**config.mk**
```make
export PLATFORM = sky130hd
export DESIGN_NAME = uart_receiver
export DESIGN_NICKNAME = d
export VERILOG_FILES = /design/src/rtl/uart_receiver_pkg.sv /design/src/rtl/uart_receiver_sync_2ff.sv /design/src/rtl/uart_receiver.sv
export SDC_FILE = /design/constraint.sdc
export NUM_CORES = 1
export LEC_CHECK = 0
export ABC_AREA = 1
export CELL_PAD_IN_SITES_DETAIL_PLACEMENT = 2
export CELL_PAD_IN_SITES_GLOBAL_PLACEMENT = 2
export CORE_MARGIN = 2
export CORE_UTILIZATION = 26
export CTS_CLUSTER_SIZE = 12
export DETAILED_ROUTE_END_ITERATION = 7
export GPL_TIMING_DRIVEN = 1
export HOLD_SLACK_MARGIN = 0.12
export PLACE_DENSITY_LB_ADDON = 0.15
export REMOVE_ABC_BUFFERS = 1
export SYNTH_ARGS = -nofsm -noshare
export SYNTH_HDL_FRONTEND = slang
export SYNTH_SLANG_ARGS = --single-unit
export TNS_END_PERCENT = 20
```
**constraint.sdc**
```tcl
create_clock -name clk -period 1.4 [get_ports clk]
set_input_delay 0.21 -clock clk [delete_from_list [all_inputs] [get_ports clk]]
set_output_delay 0.21 -clock clk [all_outputs]
set_load 0.05 [all_outputs]
```
**src/rtl/uart_receiver_pkg.sv**
```systemverilog
// uart_receiver_pkg: bit timing constants and FSM state encoding for the 8N1 receiver
package uart_receiver_pkg;
   localparam int CLKS_PER_BIT = 279;
   localparam int HALF_BIT     = 139;
   localparam logic [8:0] BIT_LAST  = 9'(CLKS_PER_BIT - 1);
   localparam logic [8:0] HALF_LAST = 9'(HALF_BIT - 1);
   typedef enum logic [2:0] {
      IDLE  = 3'd0,
      START = 3'd1,
      DATA  = 3'd2,
      STOP  = 3'd3,
      BREAK = 3'd4
   } state_e;
endpackage

```
**src/rtl/uart_receiver_sync_2ff.sv**
```systemverilog
// uart_receiver_sync_2ff: two-flop synchroniser for the asynchronous serial line, resets to idle-high
module uart_receiver_sync_2ff (
   input  logic clk,
   input  logic rst,
   input  logic d,
   output logic q
);
   logic [1:0] sync_q;
   always_ff @(posedge clk) begin
      if (rst) sync_q <= 2'b11;
      else     sync_q <= {sync_q[0], d};
   end
   assign q = sync_q[1];
endmodule

```
**src/rtl/uart_receiver.sv**
```systemverilog
// uart_receiver: 8N1 UART receiver with mid-bit start validation, centre sampling and stop-bit framing check
module uart_receiver
   import uart_receiver_pkg::*;
(
   input  logic       clk,
   input  logic       rst,
   input  logic       din,
   output logic [7:0] data_rx,
   output logic       valid,
   output logic       frame_err,
   output logic       busy,
   output logic [2:0] state,
   output logic [8:0] counter
);
   logic       din_s;
   state_e     state_q;
   logic [8:0] counter_q;
   logic [2:0] index_q;
   logic [7:0] shift_q, data_rx_q;
   logic       valid_q, frame_err_q, busy_q;

   uart_receiver_sync_2ff u_sync (.clk(clk), .rst(rst), .d(din), .q(din_s));

   always_ff @(posedge clk) begin
      if (rst) begin
         state_q     <= IDLE;
         counter_q   <= '0;
         index_q     <= '0;
         shift_q     <= '0;
         data_rx_q   <= '0;
         valid_q     <= 1'b0;
         frame_err_q <= 1'b0;
         busy_q      <= 1'b0;
      end else begin
         valid_q     <= 1'b0;
         frame_err_q <= 1'b0;
         case (state_q)
            IDLE: begin
               counter_q <= '0;
               index_q   <= '0;
               if (!din_s) begin
                  state_q <= START;
                  busy_q  <= 1'b1;
               end
            end
            START: begin
               counter_q <= (counter_q == HALF_LAST) ? '0 : counter_q + 9'd1;
               if (counter_q == HALF_LAST) begin
                  state_q <= din_s ? IDLE : DATA;
                  busy_q  <= !din_s;
               end
            end
            DATA: begin
               counter_q <= (counter_q == BIT_LAST) ? '0 : counter_q + 9'd1;
               if (counter_q == BIT_LAST) begin
                  shift_q[index_q] <= din_s;
                  if (index_q == 3'd7) state_q <= STOP;
                  else                 index_q <= index_q + 3'd1;
               end
            end
            STOP: begin
               counter_q <= (counter_q == BIT_LAST) ? '0 : counter_q + 9'd1;
               if (counter_q == BIT_LAST) begin
                  // a low stop bit parks in BREAK so a held-low line reports only once
                  if (din_s) begin
                     data_rx_q <= shift_q;
                     valid_q   <= 1'b1;
                     state_q   <= IDLE;
                     busy_q    <= 1'b0;
                  end else begin
                     frame_err_q <= 1'b1;
                     state_q     <= BREAK;
                  end
               end
            end
            BREAK: begin
               if (din_s) begin
                  state_q <= IDLE;
                  busy_q  <= 1'b0;
               end
            end
            default: begin
               state_q <= IDLE;
               busy_q  <= 1'b0;
            end
         endcase
      end
   end

   assign data_rx   = data_rx_q;
   assign valid     = valid_q;
   assign frame_err = frame_err_q;
   assign busy      = busy_q;
   assign state     = state_q;
   assign counter   = counter_q;
endmodule

```
==> summary.md, run 1 <==
| Metric | Value |
|---|---|
| Synth Instances | 270 |
| Crit path time final | 1.494 ns |
| Synth unique cells | 24 |
| Post-CTS Hold Buffers | 0 |
| FILL cells | 777 |
| CP max FO | 4 |
| TritonCTS Sinks | 36 |
| Slowest-stage cell, CP | dfxtp_2 |
| First-pass GRT wire length | 10360 µm |
| All-Layer GR Usage | approximately 17% |
| Min-delay worst type | reg -> reg |
| Dpl cells | 420 |
| Max Freq | 669.4 MHz |
| Register bit total from synthesis | 36 |
| Max incr delay on CP | 0.35 ns |
| Crit path from | index_q[0] |
| Die area | 0.007718 mm² |
| Antenna-violating nets left | 0 |
| Post-Syn Area | ~0.0018 mm² |
| Reg2Reg Launch Point | index_q[0] |
| CP startpoint kind | flop |
| Power per cell area | 1128 mW/mm² |
| Clock Path Buffers | 2 |
| Fin nets | 348 |
| DP HPWL | 4711 µm |
| Ys Warns | 0 |
| Clock root buffer | clkbuf_8 |
| Number of global-route vias before repair | roughly 2100 |
| Initial antenna violation count | 0 |
| Crit path DAT | between 1.5 and 2 ns |
| Clock-pin slew on the worst setup and hold paths | 0.07 ns |
| Starting density of the core | a little over a quarter |
| Worst-skew pair later-pin latency | 0.29 ns |
| Final setup vio count | 19 |
| Cts bufs inserted | 5 |
| Post-synth top area cell | dfxtp_1 |
| Final worst path period share | 106.7% |
| # rows | 30 |
| Drt total wl | 6726 µm |
| Final core utilization | between 40% and 50% |
| Antenna Cells | 0 |
| RSZ-0062 raised after global routing | true |
| Final WS setup | -0.09395 ns |
| H-tree depth | 2 |
| Synth area leaders | dfxtp_1 39%, nand2_1 11%, nor2_1 9.7% |
| Die Width | 87.85 µm |
| Seq/Total Area, Yosys | 39.43% |
| Largest net degree at the start of global routing | 13 |
| TritonCTS clock tree | done |
| Worst path cell trace | ha_1 > ha_1 > nor2_1 > nand3_2 > o21ai_2 > nand2_1 > nor2_1 |
| Top cell type's share of synthesized area | 39.43% |
| Clock Skew | 0.005921 ns |
| Placer Congestion | 0.8238 |
| Violated checks | setup timing |
| Layout cells sized above 1 | 36.84% |
| Worst-case vdd ir drop | 1.078 mV |
| Via density | 4.607 |
| Slew margin rel. | about three quarters |
| Routed wire per std cell | 15.36 µm |
| Iteration-0 DRC Markers | 52 |
| Critical Path RT | 1.61 ns |
| Layout area overhead | 64.13% |
| Port Buffers | 25 |
| Crit path capture type | flop |
| Pins Over Slew Limit | 0 |
| I/O pin count | 26 |
| # DRC | 0 |
| Average footprint of a synthesized cell | 6.770 µm² |
| Core box area | 0.006794 mm² |
| Final hold slack | 0.4175 ns |
| Max Cap Violations | 0 |
| Status | complete, but fails checks |
| Most frequent cells in the layout | 46 x nand2_1, 41 x nor2_1, 38 x buf_4 |
| Worst-Margin Slew | 0.3881 ns |
| DR pass1 iterations | 4 |
| LEAKAGE | 1.392 nW |
| Commonest non-fill, non-tap cell in the layout | nand2_1 |
| Fin. Hold Viols | 0 |
| Die Height | 87.85 µm |
| Routed via count | 2018 |
| WS Path Type | reg -> reg |
| Finished Layout Cells | 438 |
| Critical hold path startpoint | u_sync.sync_q[0] |
| Grt ovf | 0 |
metrics by stage:
| stage | power [mW] | TNS, ns | setup slack [ns] | cell area [µm²] |
|---|---|---|---|---|
| floorplan | 1.883 | -10.65 | -0.3681 | 1804 |
| global placement | 2.489 | -0.8518 | -0.09108 | 2693 |
| detailed placement | 2.520 | -2.367 | -0.1338 | 2693 |
| CTS | 3.381 | -0.8167 | -0.1182 | 2884 |
| global route | 3.611 | -3.508 | -0.1888 | 3000 |
| finish | 3.385 | -0.9423 | -0.09395 | 3000 |
per-layer routing:
layer | share of wire [%] | global-route usage (%)
met1 | 45 | 22.39
met2 | 52 | 30.51
met3 | 1.7 | 2.639
met4 | 1.8 | 4.615
met5 | 0 | 0
area by class of cell:
| type | count | area (µm²) | share of cell area, % |
|---|---|---|---|
| Multi-Input combinational cell | 187 | 1041 | 34.70 |
| Timing Repair Buffer | 70 | 862.1 | 28.73 |
| Sequential cell | 36 | 730.7 | 24.35 |
| Inverter | 41 | 153.9 | 5.129 |
| Tap cell | 96 | 120.1 | 4.003 |
| Clock buffer | 6 | 82.58 | 2.752 |
| Clock inverter | 2 | 10.01 | 0.3336 |
cells by family after synthesis:
logic type      count (synthesis)  synth area share [%]
fa+ha+maj                       4                 2.738
simple gates                  152                 39.01
flops                          36                 39.42
compound gates                 30                 8.625
buf+inv                        47                 9.719
xor+xnor                        1                0.4792
sequential cells by signal, summed over array words and instances (netlist names):
name / cells
data_rx: 8
state: 3
index_q: 3
frame_err: 1
busy: 1
shift_q: 8
valid: 1
counter: 9
u_sync.sync_q: 2
cell usage after synthesis, drive strengths merged:
cell / count
dfxtp: 36
nand2: 59
xor2: 1
o211a: 1
inv: 41
a21oi: 16
nand4: 5
nor2: 50
o21ai: 12
clkbuf: 5
o211ai: 1
or2: 2
and3: 1
ha: 4
buf: 1
nor3: 7
nand3: 28
power by group:
group	total, mW	switching (mW)	internal (mW)
Sequential	1.19	0.0887	1.10
Combinational	1.42	0.854	0.565
Clock	0.781	0.388	0.393
worst max-delay path, delay by kind of cell (launching register included):
kind	cells	cell delay, ns
fa+ha+maj	2	0.42
flops	1	0.35
simple gates	4	0.50
compound gates	1	0.16
worst paths after layout:
path	end	slack, ns	cells after the start
max	index_q[0]	-0.09	7
min	u_sync.sync_q[1]	0.42	1
min reg2reg	u_sync.sync_q[1]	0.42	1
max reg2reg	index_q[0]	-0.09	7
what timing repair did:
action                                  4_1_cts  5_1_grt
pin swaps                                    10       12
setup buffers                                 4        6
resized for setup                            23       23
endpoints found under the setup margin       33       32
Power figures use the tool's default switching activity.
==> inputs of run 2 (changes only) <==
TNS_END_PERCENT = unset   (was 20)
==> run 2 against run 1 <==
Critical endpoint is now shift_q[2]. Critical path depth increased by 4. Die area unchanged. Clock power increased by 2%. Routed wire length increased by 19%. Final cell count increased by 0.46%. Largest power group unchanged. The flow still finishes with violations (setup timing). Maximum frequency decreased by 6.5%. Via count increased by 5.0%. Non-clock buffer count increased by 2.
==> summary.md, run 2 (synthesized netlist as in run 1, its figures left out) <==
| Metric | Value |
|---|---|
| Status | complete, but fails checks |
| Violated checks | setup timing |
| Pins Over Slew Limit | 0 (unchanged) |
| Final WS setup | -0.1976 ns (-0.1036 ns) |
| Slew margin rel. | 70.73% (-3.3 points) |
| All-Layer GR Usage | 17.44% (about the same) |
| Number of global-route vias before repair | 2102 (-0.095%) |
| Clock root buffer | clkbuf_8 |
| # rows | 30 (unchanged) |
| Crit path time final | 1.598 ns (+0.1036 ns) |
| Clock Path Buffers | 2 (unchanged) |
| Crit path from | counter[0] |
| Grt ovf | 0 (unchanged) |
| H-tree depth | 2 (unchanged) |
| Routed via count | 2118 (+5.0%) |
| Die Height | 87.85 µm (unchanged) |
| Worst-case vdd ir drop | 1.040 mV (-3.6%) |
| Crit path max-delay family | simple AND/OR/NAND/NOR gates |
| CP max FO | 6 (+2) |
| Most frequent cells in the layout | 43 x nand2_1, 38 x buf_4, 36 x inv_1 |
| Slowest-stage cell, CP | dfxtp_2 |
| Worst-Margin Slew | 0.4374 ns (+0.04927 ns) |
| Post-CTS Hold Buffers | 0 (unchanged) |
| Cts bufs inserted | 5 (unchanged) |
| Max incr delay on CP | 0.33 ns (-0.02 ns) |
| TNS Setup | -1.539 ns (-0.5968 ns) |
| DP HPWL | 4711 µm (unchanged) |
| Max Freq | 625.9 MHz (-6.5%) |
| Antenna-violating nets left | 0 (unchanged) |
| Layout area overhead | 72.07% |
| Worst path cell trace | inv_2 > ha_4 > nand2_4 > nor2_4 > nand2_4 > nor3_4 > buf_6 > nand2_1 > nand2_1 > inv_1 > nor2_1 |
| Reg2Reg Launch Point | counter[0] |
| Crit path capture type | flop |
| First-pass GRT wire length | 10360 µm (unchanged) |
| Layout cells sized above 1 | 42.73% (+5.9 points) |
| Fin. Hold Viols | 0 (unchanged) |
| RSZ-0062 raised after global routing | true |
| Final hold slack | 0.4181 ns (+0.0006210 ns) |
| # DRC | 0 (unchanged) |
| Critical hold path startpoint | u_sync.sync_q[0] |
| CP Buf/Inv Count | 3 (+3) |
| WS Path Type | reg -> reg |
| Starting density of the core | 26.91% (unchanged) |
| Clock Skew | 0.009965 ns (+0.004044 ns) |
| DR pass1 iterations | 4 (unchanged) |
| Final core utilization | 46.30% (+2.1 points) |
| LEAKAGE | 1.398 nW (+0.43%) |
| Final worst path period share | 114.1% (+7.4 points) |
| Power per cell area | 1121 mW/mm² (-0.68%) |
| Drt total wl | 8013 µm (+19%) |
| Crit path DAT | 1.83 ns (+0.12 ns) |
| Worst-skew pair later-pin latency | 0.30 ns (about the same) |
| CP startpoint kind | flop |
| Die Width | 87.85 µm (unchanged) |
| Fin nets | 350 (+0.57%) |
| Iteration-0 DRC Markers | 46 (-12%) |
| Final setup vio count | 18 (-1) |
| Placer Congestion | 0.8238 (unchanged) |
| Initial antenna violation count | 0 (unchanged) |
| Port Buffers | 25 (unchanged) |
| Routed wire per std cell | 18.21 µm (+19%) |
| Commonest non-fill, non-tap cell in the layout | nand2_1 |
| Antenna Cells | 0 (unchanged) |
| Min-delay worst type | reg -> reg |
| Clock-pin slew on the worst setup and hold paths | 0.08 ns (about the same) |
| TritonCTS clock tree | done |
| Critical Path RT | 1.63 ns (+0.02 ns) |
| Max Cap Violations | 0 (unchanged) |
| Die area | 0.007718 mm² (unchanged) |
| Core box area | 0.006794 mm² (unchanged) |
| I/O pin count | 26 (unchanged) |
| Largest net degree at the start of global routing | 13 (unchanged) |
| Reg2reg setup slack | -0.20 ns (-0.10 ns) |
| Max FFs per register | 9 (unchanged) |
| Via density | 4.814 (+4.5%) |
| TritonCTS Sinks | 36 (unchanged) |
## run 2: final timing paths
path                       to  cells past startpoint
max                shift_q[2]                     11
min          u_sync.sync_q[1]                      1
max reg2reg        shift_q[2]                     11
min reg2reg  u_sync.sync_q[1]                      1
## run 2: metrics by stage
stage / setup WS, ns / cell area (µm²) / instances / power [mW]
after floorplan: -0.3681 / 1804 / 264 / 1.883
after global placement: -0.09108 / 2693 / 420 / 2.489
after detailed placement: -0.1338 / 2693 / 420 / 2.520
after CTS: -0.1182 / 2889 / 432 / 3.380
after global routing: -0.3008 / 3146 / 440 / 3.727
final: -0.1976 / 3146 / 440 / 3.525
## run 2: repair_timing
action / 4_1_cts / 5_1_grt
gates resized for setup: 25 / 56
buffers inserted: 4 / 8
setup endpoints to repair: 33 / 32
gates cloned: 0 / 1
pin swaps: 16 / 20
## run 2: layer usage
layer  global-route usage [%]  part of all wire [%]
met3                    2.639                   2.2
met4                    4.615                   1.9
met5                        0                     0
met2                    30.51                    53
met1                    22.38                    43
## run 2: cell type report
class | instances | area, µm²
Inverter | 41 | 156.4
Fill cell | 745 | 3649
Clock buffer | 6 | 82.58
Clock inverter | 2 | 10.01
Tap cell | 96 | 120.1
Multi-Input combinational cell | 187 | 1151
Sequential cell | 36 | 737.0
Timing Repair Buffer | 72 | 888.4
## run 2: report_power, final
part / leakage [nW] / internal (mW) / switching (mW)
sequential: 0.297 / 1.10 / 0.0989
clock: 0.0510 / 0.393 / 0.407
combinational: 1.05 / 0.599 / 0.932
total: 1.40 / 2.09 / 1.44
==> inputs of run 3 (changes only) <==
SKIP_LAST_GASP = 1   (was unset)
==> run 3 against run 2 <==
The flow still finishes with violations (setup timing). Clock-buffer cell count unchanged. Final cell count unchanged. Global-route usage unchanged. Combinational power about the same. Final area decreased by 0.84%. Maximum frequency increased by 1.8%. Core utilization decreased by 0.39 points. Clock power about the same. Die area unchanged. Flip-flop and latch count unchanged. Critical path depth unchanged. Sequential power about the same. Largest cell class unchanged. Largest power group unchanged.
==> summary.md, run 3 (synthesized netlist as in run 1, its figures left out) <==
| Metric | Value |
|---|---|
| Max incr delay on CP | 0.33 ns (about the same) |
| Reg2reg setup slack | -0.17 ns (+0.03 ns) |
| Grt ovf | 0 (unchanged) |
| Final hold slack | 0.4179 ns (-0.0002700 ns) |
| Routed wire per std cell | 17.42 µm (-4.3%) |
| Placer Congestion | 0.8238 (unchanged) |
| TritonCTS clock tree | done |
| Drt total wl | 7665 µm (-4.3%) |
| Crit path max-delay family | simple AND/OR/NAND/NOR gates |
| Die Width | 87.85 µm (unchanged) |
| TNS Setup | -1.982 ns (-0.4429 ns) |
| Clock-pin slew on the worst setup and hold paths | 0.08 ns (about the same) |
| # DRC | 0 (unchanged) |
| Max FFs per register | 9 (unchanged) |
| Final core utilization | 45.91% (-0.39 points) |
| CP startpoint kind | flop |
| Core box area | 0.006794 mm² (unchanged) |
| Via density | 4.698 (-2.4%) |
| Max Cap Violations | 0 (unchanged) |
| Fin. Hold Viols | 0 (unchanged) |
| Iteration-0 DRC Markers | 63 (+37%) |
| Critical Path RT | 1.62 ns (about the same) |
| Most frequent cells in the layout | 45 x nand2_1, 38 x buf_4, 36 x inv_1 |
| CP Buf/Inv Count | 3 (unchanged) |
| TritonCTS Sinks | 36 (unchanged) |
| DP HPWL | 4711 µm (unchanged) |
| RSZ-0062 raised after global routing | true |
| Clock Path Buffers | 2 (unchanged) |
| Power per cell area | 1126 mW/mm² (+0.52%) |
| Layout cells sized above 1 | 40.99% (-1.7 points) |
| Post-CTS Hold Buffers | 0 (unchanged) |
| All-Layer GR Usage | 17.44% (unchanged) |
| Worst path cell trace | inv_2 > ha_4 > nand2_4 > nor2_4 > nand2_4 > nor3_4 > buf_6 > nand2_2 > nand2_1 > inv_1 > nor2_1 |
| FILL cells | 749 (+0.54%) |
| Antenna Cells | 0 (unchanged) |
| WS Path Type | reg -> reg |
| Crit path capture type | flop |
| Finished Layout Cells | 440 (unchanged) |
| Worst-Margin Slew | 0.4845 ns (+0.04718 ns) |
| Cts bufs inserted | 5 (unchanged) |
| Final worst path period share | 112.1% (-2.0 points) |
| Starting density of the core | 26.91% (unchanged) |
| Slowest-stage cell, CP | dfxtp_2 |
| Clock Skew | 0.007861 ns (-0.002104 ns) |
| Commonest non-fill, non-tap cell in the layout | nand2_1 |
| Status | complete, but fails checks |
| Crit path time final | 1.570 ns (-0.02794 ns) |
| Fin nets | 350 (unchanged) |
| Total Power | 3.514 mW (-0.32%) |
| Initial antenna violation count | 0 (unchanged) |
| Most numerous cell on the critical path | nand2_4 |
| I/O pin count | 26 (unchanged) |
| Violated checks | setup timing |
| Port Buffers | 25 (unchanged) |
| Die area | 0.007718 mm² (unchanged) |
| DR pass1 iterations | 4 (unchanged) |
| Dpl cells | 420 (unchanged) |
| Pins Over Slew Limit | 0 (unchanged) |
| Final WS setup | -0.1697 ns (+0.02794 ns) |
| Layout area overhead | 70.64% |
| Final setup vio count | 20 (+2) |
| H-tree depth | 2 (unchanged) |
| Crit path DAT | 1.79 ns (-0.04 ns) |
| CP max FO | 6 (unchanged) |
| # rows | 30 (unchanged) |
| Routed via count | 2067 (-2.4%) |
| Number of global-route vias before repair | 2102 (unchanged) |
| Worst-skew pair later-pin latency | 0.30 ns (about the same) |
| Antenna-violating nets left | 0 (unchanged) |
| Min-delay worst type | reg -> reg |
| Slew margin rel. | 67.58% (-3.2 points) |
| Largest net degree at the start of global routing | 13 (unchanged) |
| LEAKAGE | 1.400 nW (+0.16%) |
| Max Freq | 637.1 MHz (+1.8%) |
| First-pass GRT wire length | 10360 µm (unchanged) |
| Die Height | 87.85 µm (unchanged) |
| Clock root buffer | clkbuf_8 |
| Worst-case vdd ir drop | 1.025 mV (-1.4%) |
run 3: cell count changes in the layout (fill, tap and decap cells not counted):
cell,previous run,this run
nand3_1,21,22
dfxtp_1,25,26
ha_4,2,1
nand3_2,6,5
nor2_1,32,33
ha_1,1,2
nor2_2,7,6
dfxtp_2,10,9
nand2_2,11,9
nand2_1,43,45
run 3: layout make-up:
cell class | count | area, µm² | share of cell area [%]
clock inverter | 2 | 10.01 | 0.3209
tap | 96 | 120.1 | 3.851
multi-input combinational | 187 | 1126 | 36.10
sequential | 36 | 735.7 | 23.59
inverter | 41 | 156.4 | 5.014
clock buffer | 6 | 82.58 | 2.647
timing repair buffer | 72 | 888.4 | 28.48
run 3: routing by layer:
layer | global-route usage (%) | up-vias | share of wire [%]
met2 | 30.51 | 32 | 53
met5 | 0 | - | 0
met1 | 22.38 | 1020 | 43
met4 | 4.615 | 0 | 1.8
li1 | - | 999 | -
met3 | 2.639 | 16 | 2.6
run 3: worst paths after layout:
path	end	cells after the start	startpoint
worst max-delay path	shift_q[6]	11	counter[0]
worst min-delay path	u_sync.sync_q[1]	1	u_sync.sync_q[0]
worst max register to register	shift_q[6]	11	counter[0]
worst min register to register	u_sync.sync_q[1]	1	u_sync.sync_q[0]
run 3: where the power goes:
part / internal [mW] / total (mW) / switching (mW)
sequential: 1.10 / 1.19 / 0.0994
clock: 0.393 / 0.797 / 0.404
combinational: 0.599 / 1.52 / 0.923
run 3: worst reg2reg max path, stage by stage (launching register included):
cell	delay, ns
dfxtp_2	0.33
inv_2	0.06
ha_4	0.13
nand2_4	0.06
nor2_4	0.11
nand2_4	0.11
nor3_4	0.24
buf_6	0.14
nand2_2	0.04
nand2_1	0.08
inv_1	0.06
nor2_1	0.12
run 3: stage by stage:
stage               instance area (µm²)  setup slack (ns)
detailed placement                 2693           -0.1338
finish                             3119           -0.1697
floorplan                          1804           -0.3681
global placement                   2693          -0.09108
CTS                                2889           -0.1182
global route                       3119           -0.2814
run 3: repair_timing:
| action | CTS | global route |
|---|---|---|
| pin swaps | 16 | 19 |
| setup buffers | 4 | 8 |
| cloned | 0 | 1 |
| resized for setup | 25 | 49 |
| setup endpoints to repair | 33 | 32 |
